===== src/rtl/slave_resp_pkg.sv =====
`default_nettype none
// ----------------------------------------------------------------------------
// Module : slave_resp_pkg
// Brief  : Shared types, constants and grant check for slave_resp_router.
// Rev    : 1.0  initial release
// ----------------------------------------------------------------------------
package slave_resp_pkg;

    typedef enum logic [1:0] {
        IDLE   = 2'd0,
        WAIT   = 2'd1,
        STREAM = 2'd2
    } state_t;

    localparam int unsigned GRANT_NONE      = 0;
    localparam int unsigned SLAVE_GRANT_VLD = 0;

    // slave_grant carries {index, valid}; the index sits above the valid bit
    function automatic logic grant_legal(input int unsigned master,
                                         input int unsigned slave_grant,
                                         input int unsigned n_masters,
                                         input int unsigned n_slaves);
        int unsigned idx;
        idx = slave_grant >> 1;
        return (master != GRANT_NONE) && (master <= n_masters) &&
               slave_grant[SLAVE_GRANT_VLD] && (idx >= 1) && (idx <= n_slaves);
    endfunction

endpackage
`default_nettype wire


===== src/rtl/slave_resp_router_if.sv =====
`default_nettype none
// ----------------------------------------------------------------------------
// Module : slave_resp_router_if
// Brief  : Arbiter grant, slave response and routed master response bundle.
// Rev    : 1.0  initial release
// ----------------------------------------------------------------------------
interface slave_resp_router_if #(
    parameter int N_MASTERS = 2,
    parameter int N_SLAVES  = 3
);
    localparam int MW = $clog2(N_MASTERS + 1);
    localparam int SW = $clog2(N_SLAVES + 1);

    logic                 route_load;
    logic [MW-1:0]        bus_grant;
    logic [SW:0]          slave_grant;
    logic [N_SLAVES-1:0]  slave_valid;
    logic [N_SLAVES-1:0]  slave_ready;
    logic [N_SLAVES-1:0]  tx_data;
    logic [N_MASTERS-1:0] slave_valid_m;
    logic [N_MASTERS-1:0] slave_ready_m;
    logic [N_MASTERS-1:0] tx_data_m;
    logic [N_MASTERS-1:0] rx_done_m;
    logic [N_MASTERS-1:0] timeout_m;
    logic                 route_err;
    logic                 busy;

    // Router side
    modport slave (
        input  route_load, bus_grant, slave_grant, slave_valid, slave_ready, tx_data,
        output slave_valid_m, slave_ready_m, tx_data_m, rx_done_m, timeout_m,
               route_err, busy
    );

    // Arbiter / environment side
    modport master (
        output route_load, bus_grant, slave_grant, slave_valid, slave_ready, tx_data,
        input  slave_valid_m, slave_ready_m, tx_data_m, rx_done_m, timeout_m,
               route_err, busy
    );

endinterface
`default_nettype wire


===== src/rtl/resp_frame_timer.sv =====
`default_nettype none
// ----------------------------------------------------------------------------
// Module : resp_frame_timer
// Brief  : Frame bit counter and idle-gap timeout counter, both saturating.
// Rev    : 1.0  initial release
// ----------------------------------------------------------------------------
module resp_frame_timer #(
    parameter int DATA_WIDTH     = 8,
    parameter int TIMEOUT_CYCLES = 64
) (
    input  wire logic clk,
    input  wire logic rst,
    input  wire logic i_clear,
    input  wire logic i_count_en,
    input  wire logic i_bit_valid,
    output logic      frame_last,
    output logic      timeout_hit
);
    localparam int BW = $clog2(DATA_WIDTH + 1);
    localparam int TW = $clog2(TIMEOUT_CYCLES + 1);

    localparam logic [BW-1:0] c_bit_max = BW'(DATA_WIDTH);
    localparam logic [BW-1:0] c_bit_lst = BW'(DATA_WIDTH - 1);
    localparam logic [TW-1:0] c_tmo_max = TW'(TIMEOUT_CYCLES);
    localparam logic [TW-1:0] c_tmo_lst = TW'(TIMEOUT_CYCLES - 1);

    logic [BW-1:0] r_bit_cnt;
    logic [TW-1:0] r_tmo_cnt;

    always_ff @(posedge clk or posedge rst) begin
        if (rst) begin
            r_bit_cnt <= '0;
            r_tmo_cnt <= '0;
        end else if (i_clear) begin
            r_bit_cnt <= '0;
            r_tmo_cnt <= '0;
        end else if (i_count_en) begin
            if (i_bit_valid) begin
                if (r_bit_cnt != c_bit_max) r_bit_cnt <= r_bit_cnt + 1'b1;
                r_tmo_cnt <= '0;
            end else if (r_tmo_cnt != c_tmo_max) begin
                r_tmo_cnt <= r_tmo_cnt + 1'b1;
            end
        end
    end

    // Flags fire on the cycle whose update makes the counter reach its limit
    assign frame_last  = i_count_en &&  i_bit_valid && (r_bit_cnt == c_bit_lst);
    assign timeout_hit = i_count_en && !i_bit_valid && (r_tmo_cnt == c_tmo_lst);

endmodule
`default_nettype wire


===== src/rtl/slave_resp_router.sv =====
`default_nettype none
// ----------------------------------------------------------------------------
// Module : slave_resp_router
// Brief  : Registered slave-to-master serial response router with framing,
//          grant-withdrawal abort and response timeout.
// Rev    : 1.0  initial release
// ----------------------------------------------------------------------------
module slave_resp_router
    import slave_resp_pkg::*;
#(
    parameter int N_MASTERS      = 2,
    parameter int N_SLAVES       = 3,
    parameter int DATA_WIDTH     = 8,
    parameter int TIMEOUT_CYCLES = 64
) (
    input wire logic         clk,
    input wire logic         rst,
    slave_resp_router_if.slave bus
);
    localparam int MW = $clog2(N_MASTERS + 1);
    localparam int SW = $clog2(N_SLAVES + 1);

    state_t               r_state, w_state_nxt;
    logic [MW-1:0]        r_master, w_master_nxt;
    logic [SW-1:0]        r_slave, w_slave_nxt;
    logic [N_MASTERS-1:0] r_valid_m, r_ready_m, r_data_m, r_done_m, r_tmo_m;
    logic [N_MASTERS-1:0] w_valid_nxt, w_ready_nxt, w_data_nxt, w_done_nxt, w_tmo_nxt;
    logic                 r_route_err, w_err_nxt;
    logic                 w_sel_valid, w_sel_ready, w_sel_data;
    logic                 w_grant_ok, w_clear, w_route, w_tmo_pulse;
    logic                 w_frame_last, w_timeout_hit;

    assign w_grant_ok = grant_legal(32'(bus.bus_grant), 32'(bus.slave_grant),
                                    N_MASTERS, N_SLAVES);

    always_comb begin
        w_sel_valid = 1'b0;
        w_sel_ready = 1'b0;
        w_sel_data  = 1'b0;
        for (int i = 0; i < N_SLAVES; i++) begin
            if (r_slave == SW'(i + 1)) begin
                w_sel_valid = bus.slave_valid[i];
                w_sel_ready = bus.slave_ready[i];
                w_sel_data  = bus.tx_data[i];
            end
        end
    end

    resp_frame_timer #(
        .DATA_WIDTH     (DATA_WIDTH),
        .TIMEOUT_CYCLES (TIMEOUT_CYCLES)
    ) u_timer (
        .clk         (clk),
        .rst         (rst),
        .i_clear     (w_clear),
        .i_count_en  (r_state != IDLE),
        .i_bit_valid (w_sel_valid),
        .frame_last  (w_frame_last),
        .timeout_hit (w_timeout_hit)
    );

    always_ff @(posedge clk or posedge rst) begin
        if (rst) begin
            r_state     <= IDLE;
            r_master    <= '0;
            r_slave     <= '0;
            r_valid_m   <= '0;
            r_ready_m   <= '0;
            r_data_m    <= '0;
            r_done_m    <= '0;
            r_tmo_m     <= '0;
            r_route_err <= 1'b0;
        end else begin
            r_state     <= w_state_nxt;
            r_master    <= w_master_nxt;
            r_slave     <= w_slave_nxt;
            r_valid_m   <= w_valid_nxt;
            r_ready_m   <= w_ready_nxt;
            r_data_m    <= w_data_nxt;
            r_done_m    <= w_done_nxt;
            r_tmo_m     <= w_tmo_nxt;
            r_route_err <= w_err_nxt;
        end
    end

    always_comb begin
        w_state_nxt  = r_state;
        w_master_nxt = r_master;
        w_slave_nxt  = r_slave;
        w_valid_nxt  = '0;
        w_ready_nxt  = '0;
        w_data_nxt   = '0;
        w_done_nxt   = '0;
        w_tmo_nxt    = '0;
        w_err_nxt    = 1'b0;
        w_clear      = 1'b0;
        w_route      = 1'b0;
        w_tmo_pulse  = 1'b0;
        case (r_state)
            IDLE: begin
                if (bus.route_load) begin
                    if (w_grant_ok) begin
                        w_state_nxt  = WAIT;
                        w_master_nxt = bus.bus_grant;
                        w_slave_nxt  = bus.slave_grant[SW:1];
                        w_clear      = 1'b1;
                    end else begin
                        w_err_nxt = 1'b1;
                    end
                end
            end
            WAIT, STREAM: begin
                // Withdrawal beats completion, completion beats timeout
                if (bus.bus_grant != r_master) begin
                    w_state_nxt = IDLE;
                end else if (w_frame_last) begin
                    w_route     = 1'b1;
                    w_state_nxt = IDLE;
                end else if (w_timeout_hit) begin
                    w_tmo_pulse = 1'b1;
                    w_state_nxt = IDLE;
                end else begin
                    w_route = 1'b1;
                    if (w_sel_valid) w_state_nxt = STREAM;
                end
            end
            default: w_state_nxt = IDLE;
        endcase
        for (int k = 0; k < N_MASTERS; k++) begin
            if (r_master == MW'(k + 1)) begin
                w_valid_nxt[k] = w_route & w_sel_valid;
                w_ready_nxt[k] = w_route & w_sel_ready;
                w_data_nxt[k]  = w_route & w_sel_data;
                w_done_nxt[k]  = w_route & w_frame_last;
                w_tmo_nxt[k]   = w_tmo_pulse;
            end
        end
    end

    assign bus.slave_valid_m = r_valid_m;
    assign bus.slave_ready_m = r_ready_m;
    assign bus.tx_data_m     = r_data_m;
    assign bus.rx_done_m     = r_done_m;
    assign bus.timeout_m     = r_tmo_m;
    assign bus.route_err     = r_route_err;
    assign bus.busy          = (r_state != IDLE);

endmodule
`default_nettype wire

===== src/flat_wrapper.sv =====
// flat-port wrapper written by rule: the top's interface ports become plain ports
module slave_resp_router_flat import slave_resp_pkg::*;
#(
    parameter int N_MASTERS      = 2,
    parameter int N_SLAVES       = 3,
    parameter int DATA_WIDTH     = 8,
    parameter int TIMEOUT_CYCLES = 64
)
  (clk, rst, bus_route_load, bus_bus_grant, bus_slave_grant, bus_slave_valid, bus_slave_ready, bus_tx_data, bus_slave_valid_m, bus_slave_ready_m, bus_tx_data_m, bus_rx_done_m, bus_timeout_m, bus_route_err, bus_busy);
  slave_resp_router_if #(.N_MASTERS(N_MASTERS), .N_SLAVES(N_SLAVES)) bus_i ();
  input wire logic clk;
  input wire logic rst;
  input wire logic [$bits(bus_i.route_load)-1:0] bus_route_load;
  input wire logic [$bits(bus_i.bus_grant)-1:0] bus_bus_grant;
  input wire logic [$bits(bus_i.slave_grant)-1:0] bus_slave_grant;
  input wire logic [$bits(bus_i.slave_valid)-1:0] bus_slave_valid;
  input wire logic [$bits(bus_i.slave_ready)-1:0] bus_slave_ready;
  input wire logic [$bits(bus_i.tx_data)-1:0] bus_tx_data;
  output wire logic [$bits(bus_i.slave_valid_m)-1:0] bus_slave_valid_m;
  output wire logic [$bits(bus_i.slave_ready_m)-1:0] bus_slave_ready_m;
  output wire logic [$bits(bus_i.tx_data_m)-1:0] bus_tx_data_m;
  output wire logic [$bits(bus_i.rx_done_m)-1:0] bus_rx_done_m;
  output wire logic [$bits(bus_i.timeout_m)-1:0] bus_timeout_m;
  output wire logic [$bits(bus_i.route_err)-1:0] bus_route_err;
  output wire logic [$bits(bus_i.busy)-1:0] bus_busy;
  assign bus_i.route_load = bus_route_load;
  assign bus_i.bus_grant = bus_bus_grant;
  assign bus_i.slave_grant = bus_slave_grant;
  assign bus_i.slave_valid = bus_slave_valid;
  assign bus_i.slave_ready = bus_slave_ready;
  assign bus_i.tx_data = bus_tx_data;
  assign bus_slave_valid_m = bus_i.slave_valid_m;
  assign bus_slave_ready_m = bus_i.slave_ready_m;
  assign bus_tx_data_m = bus_i.tx_data_m;
  assign bus_rx_done_m = bus_i.rx_done_m;
  assign bus_timeout_m = bus_i.timeout_m;
  assign bus_route_err = bus_i.route_err;
  assign bus_busy = bus_i.busy;
  slave_resp_router #(.N_MASTERS(N_MASTERS), .N_SLAVES(N_SLAVES), .DATA_WIDTH(DATA_WIDTH), .TIMEOUT_CYCLES(TIMEOUT_CYCLES)) u_core (.clk(clk), .rst(rst), .bus(bus_i));
endmodule

===== config.mk =====
export PLATFORM = sky130hd
export DESIGN_NAME = slave_resp_router_flat
export DESIGN_NICKNAME = d
export VERILOG_FILES = /design/src/rtl/slave_resp_pkg.sv /design/src/rtl/slave_resp_router_if.sv /design/src/rtl/resp_frame_timer.sv /design/src/rtl/slave_resp_router.sv /design/src/flat_wrapper.sv
export SDC_FILE = /design/constraint.sdc
export NUM_CORES = 1
export LEC_CHECK = 0
export CORE_MARGIN = 2
export CORE_UTILIZATION = 34
export DETAILED_ROUTE_END_ITERATION = 12
export GPL_TIMING_DRIVEN = 0
export PLACE_DENSITY = 0.67
export SLEW_MARGIN = 20
export SYNTH_ARGS = -nofsm -noshare
export SYNTH_HDL_FRONTEND = slang
export SYNTH_SLANG_ARGS = --single-unit

===== constraint.sdc =====
create_clock -name clk -period 5 [get_ports clk]
set_input_delay 1 -clock clk [delete_from_list [all_inputs] [get_ports clk]]
set_output_delay 1 -clock clk [all_outputs]
set_load 0.01 [all_outputs]

* Word-level counts from Yosys, hierarchy flattened
Cells that the tools add are included.
** Storage, ports and cells
- Logic and storage cells :: 104
- Register bits after elaboration :: 28
- Memories kept :: 0
- Bits in latches :: 0
- RAM bits :: 0
- Output and inout bits :: 12
- Bits in read-only memories :: 0
** Cells by class
- Bitwise operators :: 4
- Eq/ne operators :: 15
- $add $sub $neg :: 2
- Muxes and demuxes :: 48
- Shift operators :: 0
- Reductions and logical operators :: 21
- $mul :: 0
- Div/mod/pow operators :: 0
- $lt $le $gt $ge :: 3
** Operator list (count)
- 1-bit 2-to-1 mux :: 33
- 7-bit 2-to-1 mux :: 4
- 4-bit 2-to-1 mux :: 4
- 2-bit 2-to-1 mux :: 6
- 2-bit nonzero test :: 5
- 3-bit AND reduction :: 3
- 2-bit == test (second input constant) :: 4
- 1-bit logical AND :: 8
- 7-bit by 1-bit adder with 7-bit output (second input constant) :: 1
- 7-bit by 6-bit == test with 1-bit output (second input constant) :: 1
- 7-bit != test (second input constant) :: 1
- 2-bit by 1-bit == test with 1-bit output (second input constant) :: 3
- 5-bit by 3-bit != test with 1-bit output (second input constant) :: 1
- 4-bit by 1-bit adder with 4-bit output (second input constant) :: 1
- 1-bit bitwise AND :: 4
- 4-bit by 3-bit == test with 1-bit output (second input constant) :: 1
- 2-bit <= comparator (second input constant) :: 2
- 4-bit != test (second input constant) :: 1
- 2-bit case mux with 2 select lines :: 1
- 3-bit nonzero test :: 1
- 2-bit by 1-bit greater-or-equal comparator with 1-bit output (second input constant) :: 1
- 2-bit zero test :: 1
- 2-bit by 1-bit != test with 1-bit output (second input constant) :: 1
- 2-bit != test :: 1
- 4 further kinds :: 4

* Logic depth before layout (Yosys ltp)
Gate-level depths: netlist of run 1.
- Depth in word-level cells :: 13
- Mapped depth :: 7
- Mapped depth without buffers :: 6

* By module
From an unflattened synthesis of run 1, not the netlist that was laid out.
** Second synthesis, totals
- Cells, all modules :: 147
- Area, all modules :: 1475.2 µm²
** Modules (own cells, without submodules)
- slave_resp_router :: sequential area each 425.4 µm², area an instance 772.0 µm², times used 1, cells an instance 72
- resp_frame_timer :: sequential area each 275.3 µm², area an instance 703.2 µm², times used 1, cells an instance 75

* Least setup slack after synthesis of run 1
Ideal clock, no wire load.
- Path kind :: input to register
- Start point :: input bus_bus_grant[0]
- End point :: register u_core.u_timer.r_tmo_cnt[4]
- Path slack :: 2685 ps
- Data required time :: 4878 ps
- Buffers on the path :: 1
- Stages on the path :: 5
- Arrival :: 2193 ps
- Path through :: buf_2 > xor2_1 > a31oi_1 > o21ba_4 > a32o_1
** Between the ends
- Longest elaborated chain between the ends :: 10
** RTL lines
- start: declaration :: RTL line flat_wrapper.sv:14 : input wire logic [$bits(bus_i.bus_grant)-1:0] bus_bus_grant;
- 2-bit <= comparator or 2-bit nonzero test (tied branches) :: RTL line slave_resp_pkg.sv:25 : return (master != GRANT_NONE) && (master <= n_masters) &&
- 1-bit logical AND * (2 in series) :: RTL line slave_resp_pkg.sv:25
- 1-bit logical AND * (2 in series) :: RTL line slave_resp_pkg.sv:26 : slave_grant[SLAVE_GRANT_VLD] && (idx >= 1) && (idx <= n_slaves);
- 1-bit 2-to-1 mux * :: RTL line slave_resp_router.sv:102 : if (w_grant_ok) begin
- 1-bit 2-to-1 mux * :: RTL line slave_resp_router.sv:101 : if (bus.route_load) begin
- 1-bit 2-to-1 mux * :: RTL line slave_resp_router.sv:99 : case (r_state)
- 3-bit nonzero test (no source line) or 2-bit nonzero test (tied branches)
- 2-bit AND reduction (no source line)
- end signal: assignment :: RTL line resp_frame_timer.sv:42 : r_tmo_cnt <= r_tmo_cnt + 1'b1;
- end: declaration :: RTL line resp_frame_timer.sv:28 : logic [TW-1:0] r_tmo_cnt;
Mark *: on every way between the ends. The rest lies on a longest branch, timed or not.
A chain may end at the register's enable or synchronous reset.

* Worst setup path after layout of run 1
- Start point :: input bus_bus_grant[1]
- End point :: register u_core.u_timer.r_tmo_cnt[4]
The elaborated chain is that of the path after synthesis.

==> reports/results.tsv, run 1 <==
metric	value	unit
WL/cell	13.8	um
hold-fix buffer count after cts	0	
slew of the pin with the lowest slew margin	0.788	ns
Site Rows	23	
Worst Path Arrival	2.84	ns
initial core utilization	35.9	%
Peak supply drop	0.000219	V
Critical Path RT	5.16	ns
nets@finish	203	
GRT overflow	0	
Synth Area in Adders	5.11	%
CP startpoint kind	input pin	
number of routed nets with antenna violations	0	
R2R depth	6	
P_leak	0.783	nW
Crit Path Class	in2reg	
syn_area_per_cell	9.93	um^2
power density cells	407	mW/mm^2
Initial DRC Count	34	
final wirelength	3150	um
# H-tree levels	1	
Die H	69.7	um
#FFs+latches synth	28	
minimum clock period	2.68	ns
RePlAce Congestion	0.768	
clk sinks	28	
core area	0.00409	mm^2
largest family of logic cells by synthesized area	simple AND/OR/NAND/NOR gates	
Synth warnings	0	
DRC	0	
hold crit path type	reg2reg	
fin. max-slew vios	0	
final critical-path share of the clock period	53.6	%
count of cell types in the netlist	43	
Global Route met2 Usage	25.6	%
clk_skew	0.00376	ns
vias in the first global route	1241	
outcome	finished, final reports clean	
Net Count, Synth	171	
critical path endpoint category	flop	
ys async rst share	100	%
vias per cell	5.25	
Area Growth Syn to Fin	25.5	%
total CTS buffers	3	
Setup TNS	0	ns
RSZ-0062 raised after global routing	no	
dominant synthesized flop cell	dfrtp_1	
final setup fails	0	
Synth Cell Area	0.00147	mm^2
drt pass-1 iters	4	
Post-CTS Setup Bufs	0	
max cap viols	0	
Critical Path Sink	u_core.u_timer.r_tmo_cnt[4]	
initial antenna violation count	0	
clock-pin slew on the worst setup and hold paths	0.09	ns
synthesized instance count	148	
post-synthesis sequential area ratio	47.7	%
GR Util met3	1.89	%
CTS Buffer Depth	2	
number of port buffers	27	
maximum fanout along the worst path	8	
layer with the highest usage	met2	
Worst-Skew Late Latency	0.27	ns
total number of vias	1196	
n_diodes	0	
Total Power	749	uW
Root Driver	clkbuf_8	
Compound-Gate Fraction of Synth Area	14.7	%
EDFF count, synth	0	
Max Clk Rate	373	MHz
# fillers	410	
CTS tree	yes	
share of layout cells above drive strength 1	12.4	%
reg2reg start	u_core.r_state[1]	
post_cts resized	0	
DPL Wire Length	2450	um
first-pass GRT wire length	5540	um
Die X	69.7	um
XOR/XNOR Fraction of Synth Area	2.39	%
# IOs	29	
slew margin rel.	47.2	%
Simple-Gate Fraction of Synth Area	20.6	%
routing usage on met1	17.0	%
RR Endpoint	u_core.u_timer.r_tmo_cnt[4]	
largest net degree at the start of global routing	29	
Die ar.	0.00486	mm^2
post-synthesis mux area share	5.11	%
final hold viol count	0	
CP startpoint	bus_bus_grant[1]	
worst reg2reg setup slack	2.94	ns
gr usage total	14.0	%
[where the power goes]
group / switching (mW) / internal (mW)
registers: 0.0402 / 0.269
logic: 0.176 / 0.143
clock network: 0.0665 / 0.0540
total: 0.283 / 0.466
[state kept, by name (all words and copies together), names as in the netlist]
register,count
u_core.u_timer.r_tmo_cnt,7
u_core.u_timer.r_bit_cnt,4
u_core.bus.rx_done_m,2
u_core.bus.slave_ready_m,2
u_core.bus.slave_valid_m,2
u_core.bus.timeout_m,2
u_core.bus.tx_data_m,2
u_core.r_master,2
u_core.r_slave,2
u_core.r_state,2
u_core.bus.route_err,1
[per-stage QoR]
stage,instance area (um^2),hold slack [ns],cells,setup slack (ns),utilization [%]
after floorplan,1470,0.471,148,2.69,-
after global placement,1800,0.500,225,2.12,44.1
after detailed placement,1800,0.508,225,2.01,44.1
after CTS,1840,0.519,228,2.33,45.1
after global routing,1840,0.539,228,2.25,45.1
final,1840,0.514,228,2.32,45.1
[per-layer routing]
metal	up-vias	wire, um	share of wire, %
met5	-	0	0
met4	0	27	0.86
met3	2	96	3.1
met2	23	1660	53
met1	597	1360	43
li1	574	-	-
[critical path, cell delays in order]
cell	delay, ns
clkdlybuf4s50_1	0.49
xor2_1	0.21
a31oi_1	0.68
o21ba_4	0.25
a32o_1	0.21
[cell usage in the layout (no fill, tap or decap), types with 2 or more instances in the layout]
master	synthesis	final
o21ai_0	10	10
or2_2	2	2
inv_1	12	11
and3_1	2	2
nand2_1	14	14
clkdlybuf4s50_1	0	27
or3_1	2	2
a21oi_1	4	4
nor2_1	13	13
nor3_1	3	3
o2bb2ai_1	2	2
a31oi_1	2	2
mux2i_1	6	6
nand4_1	3	3
a31o_2	2	2
buf_2	3	3
xnor2_1	3	3
ha_1	6	6
nand3_1	6	6
dfrtp_1	28	28
nand3b_1	2	2
clkbuf_8	0	3
[synthesized netlist by cell type (all sizes together) (2+ instances only)]
library cell	count	area (um^2)
o21ai	10	50.1
dfrtp	28	701
a31oi	2	12.5
a31o	2	17.5
nand3b	2	15.0
ha	6	75.1
nand4	3	18.8
or3	3	23.8
nand2	14	52.6
and3	2	12.5
inv	12	45.0
o2bb2ai	2	17.5
buf	3	15.0
a21oi	5	28.8
or2	2	12.5
and2	2	13.8
nor2	13	48.8
nor3	3	15.0
xnor2	3	26.3
nand3	7	40.0
mux2i	6	60.1
[final cells by class]
type	instances	area (um^2)	share of cell area (%)
buffer	4	18.8	1.02
clock buffer	3	41.3	2.24
inverter	12	45.0	2.44
multi-input combinational	104	704	38.2
sequential	28	701	38.0
tap	50	62.6	3.39
timing repair buffer	27	270	14.7
[how the worst min path moves through the flow]
stage                                      startpoint                          end  depth (start not counted)
after global placement    u_core.u_timer.r_bit_cnt[3]  u_core.u_timer.r_bit_cnt[3]                          1
after global routing      u_core.u_timer.r_bit_cnt[3]  u_core.u_timer.r_bit_cnt[3]                          1
after CTS                 u_core.u_timer.r_bit_cnt[3]  u_core.u_timer.r_bit_cnt[3]                          1
after floorplan           u_core.u_timer.r_bit_cnt[3]  u_core.u_timer.r_bit_cnt[3]                          1
after detailed placement  u_core.u_timer.r_bit_cnt[3]  u_core.u_timer.r_bit_cnt[3]                          1
final                     u_core.u_timer.r_bit_cnt[3]  u_core.u_timer.r_bit_cnt[3]                          1
[cell families (layout without fill, tap and decap cells)]
kind of cell | count (synthesis) | in the layout
muxes | 7 | 7
and+or+nand+nor | 57 | 57
xor gates and xnor gates | 4 | 4
AOI/OAI and AO/OA | 30 | 30
adders and majority gates | 6 | 6
buffers and inverters | 16 | 46
DFF | 28 | 28
(Power assumes the default switching activity.)
==> run 2: changes to the inputs <==
Settings changed: PLACE_DENSITY 0.67 to 0.7.
Clock period 5 ns to 2.2 ns, I/O delays scaled along.
==> reports/results.tsv, run 2 (same netlist as run 1, synthesis figures left out) <==
metric	value	unit
Initial DRC Count	89	
final setup fails	0	
slew of the pin with the lowest slew margin	0.788	ns
DPL Wire Length	2200	um
outcome	finished, final reports clean	
fin. max-slew vios	0	
post_cts resized	0	
hold-fix buffer count after cts	0	
final hold viol count	0	
final worst slack	0.0962	ns
core area	0.00409	mm^2
cells along the critical path	clkdlybuf4s50_1 > xor2_1 > a31oi_1 > o21ba_4 > a32o_1	
n_diodes	0	
Crit Path Class	in2reg	
final wirelength	2970	um
slew margin rel.	47.2	%
Worst Path Arrival	2.28	ns
clock-pin slew on the worst setup and hold paths	0.09	ns
share of layout cells above drive strength 1	13.4	%
Area Growth Syn to Fin	27.5	%
Hold WS	0.440	ns
Worst-Skew Late Latency	0.28	ns
Root Driver	clkbuf_8	
number of port buffers	27	
drt pass-1 iters	5	
GRT overflow	0	
final critical-path share of the clock period	95.6	%
P_leak	0.796	nW
Site Rows	23	
most common cell after layout, fill and taps aside	dfrtp_1	
max cap viols	0	
# H-tree levels	1	
largest net degree at the start of global routing	29	
vias per cell	5.22	
Max Clk Rate	475	MHz
design area	0.00187	mm^2
Worst path max stage delay	0.67	ns
Top reg by flops	u_core.u_timer.r_tmo_cnt	
CTS tree	yes	
pre-CTS setup slack	-0.173	ns
power density cells	979	mW/mm^2
hold crit path type	in2reg	
Core Util, Final	45.8	%
vias in the first global route	1043	
Die X	69.7	um
DRC	0	
maximum fanout along the worst path	8	
total number of vias	1196	
Post-CTS Setup Bufs	0	
# IOs	29	
number of routed nets with antenna violations	0	
Post-DP Area	0.00180	mm^2
critical path endpoint category	flop	
max reg flops	7	
gr usage total	12.8	%
RSZ-0062 raised after global routing	no	
CP startpoint kind	input pin	
top flop regs	u_core.u_timer.r_tmo_cnt: 7 flops, u_core.u_timer.r_bit_cnt: 4 flops	
Die ar.	0.00486	mm^2
initial antenna violation count	0	
Critical Path RT	2.37	ns
Die H	69.7	um
Setup TNS	0	ns
nets@finish	203	
Total Power	1.83	mW
initial core utilization	35.9	%
# fillers	397	
Finished Layout Cells	229	
clk_skew	0.00257	ns
first-pass GRT wire length	4860	um
most frequent cells in the layout	dfrtp_1 (28), clkdlybuf4s50_1 (27), nand2_1 (14), nor2_1 (13)	
total CTS buffers	3	
WL/cell	13.0	um
minimum clock period	2.10	ns
Peak supply drop	0.000675	V
RePlAce Congestion	0.766	
CTS Buffer Depth	2	
slowest CP cell	a31oi_1	
Placed Cells	225	
clk sinks	28	
[run 2: metal layers]
metal,global-route usage (%),part of all wire [%],vias to the layer above
met5,0,0,-
met4,4.06,0.98,0
met3,3.78,6.3,2
met2,21.2,48,32
met1,16.0,44,584
li1,-,-,578
[run 2: final cells by class]
class / instances / area (um^2) / share of cell area (%)
plain buffers: 4 / 18.8 / 1.00
flip-flops and latches: 28 / 701 / 37.4
clock inverters: 1 / 30.0 / 1.60
multi-input cells: 104 / 704 / 37.6
inverters: 12 / 45.0 / 2.40
clock buffers: 3 / 41.3 / 2.20
repair buffers: 27 / 270 / 14.4
well taps: 50 / 62.6 / 3.34
[run 2: final timing paths]
kind	slack, ns	end	cells past startpoint	from
max in group asynchronous	1.28	u_core.r_master[0]	2	rst
worst max register to register	0.17	u_core.u_timer.r_tmo_cnt[4]	6	u_core.r_state[0]
worst max-delay path	0.1	u_core.u_timer.r_tmo_cnt[4]	5	bus_bus_grant[1]
worst min-delay path	0.44	u_core.r_master[0]	3	bus_bus_grant[0]
worst min register to register	0.52	u_core.u_timer.r_bit_cnt[3]	1	u_core.u_timer.r_bit_cnt[3]
min in group asynchronous	0.54	u_core.bus.timeout_m[1]	2	rst
[run 2: power by group]
part / switching (mW) / internal, mW
Combinational: 0.396 / 0.324
Sequential: 0.0964 / 0.612
Clock: 0.162 / 0.244
[run 2: critical path: cells and delay by family]
kind | cells | cell delay (ns)
buffers and inverters | 1 | 0.48
AOI/OAI and AO/OA | 3 | 1.14
xor gates and xnor gates | 1 | 0.21
==> run 3: changes to the inputs <==
Settings changed: CTS_CLUSTER_DIAMETER set to 100, CTS_CLUSTER_SIZE set to 10.
==> results of run 3 <==
No change in the layout: final DEF, timing and power equal those of run 2.
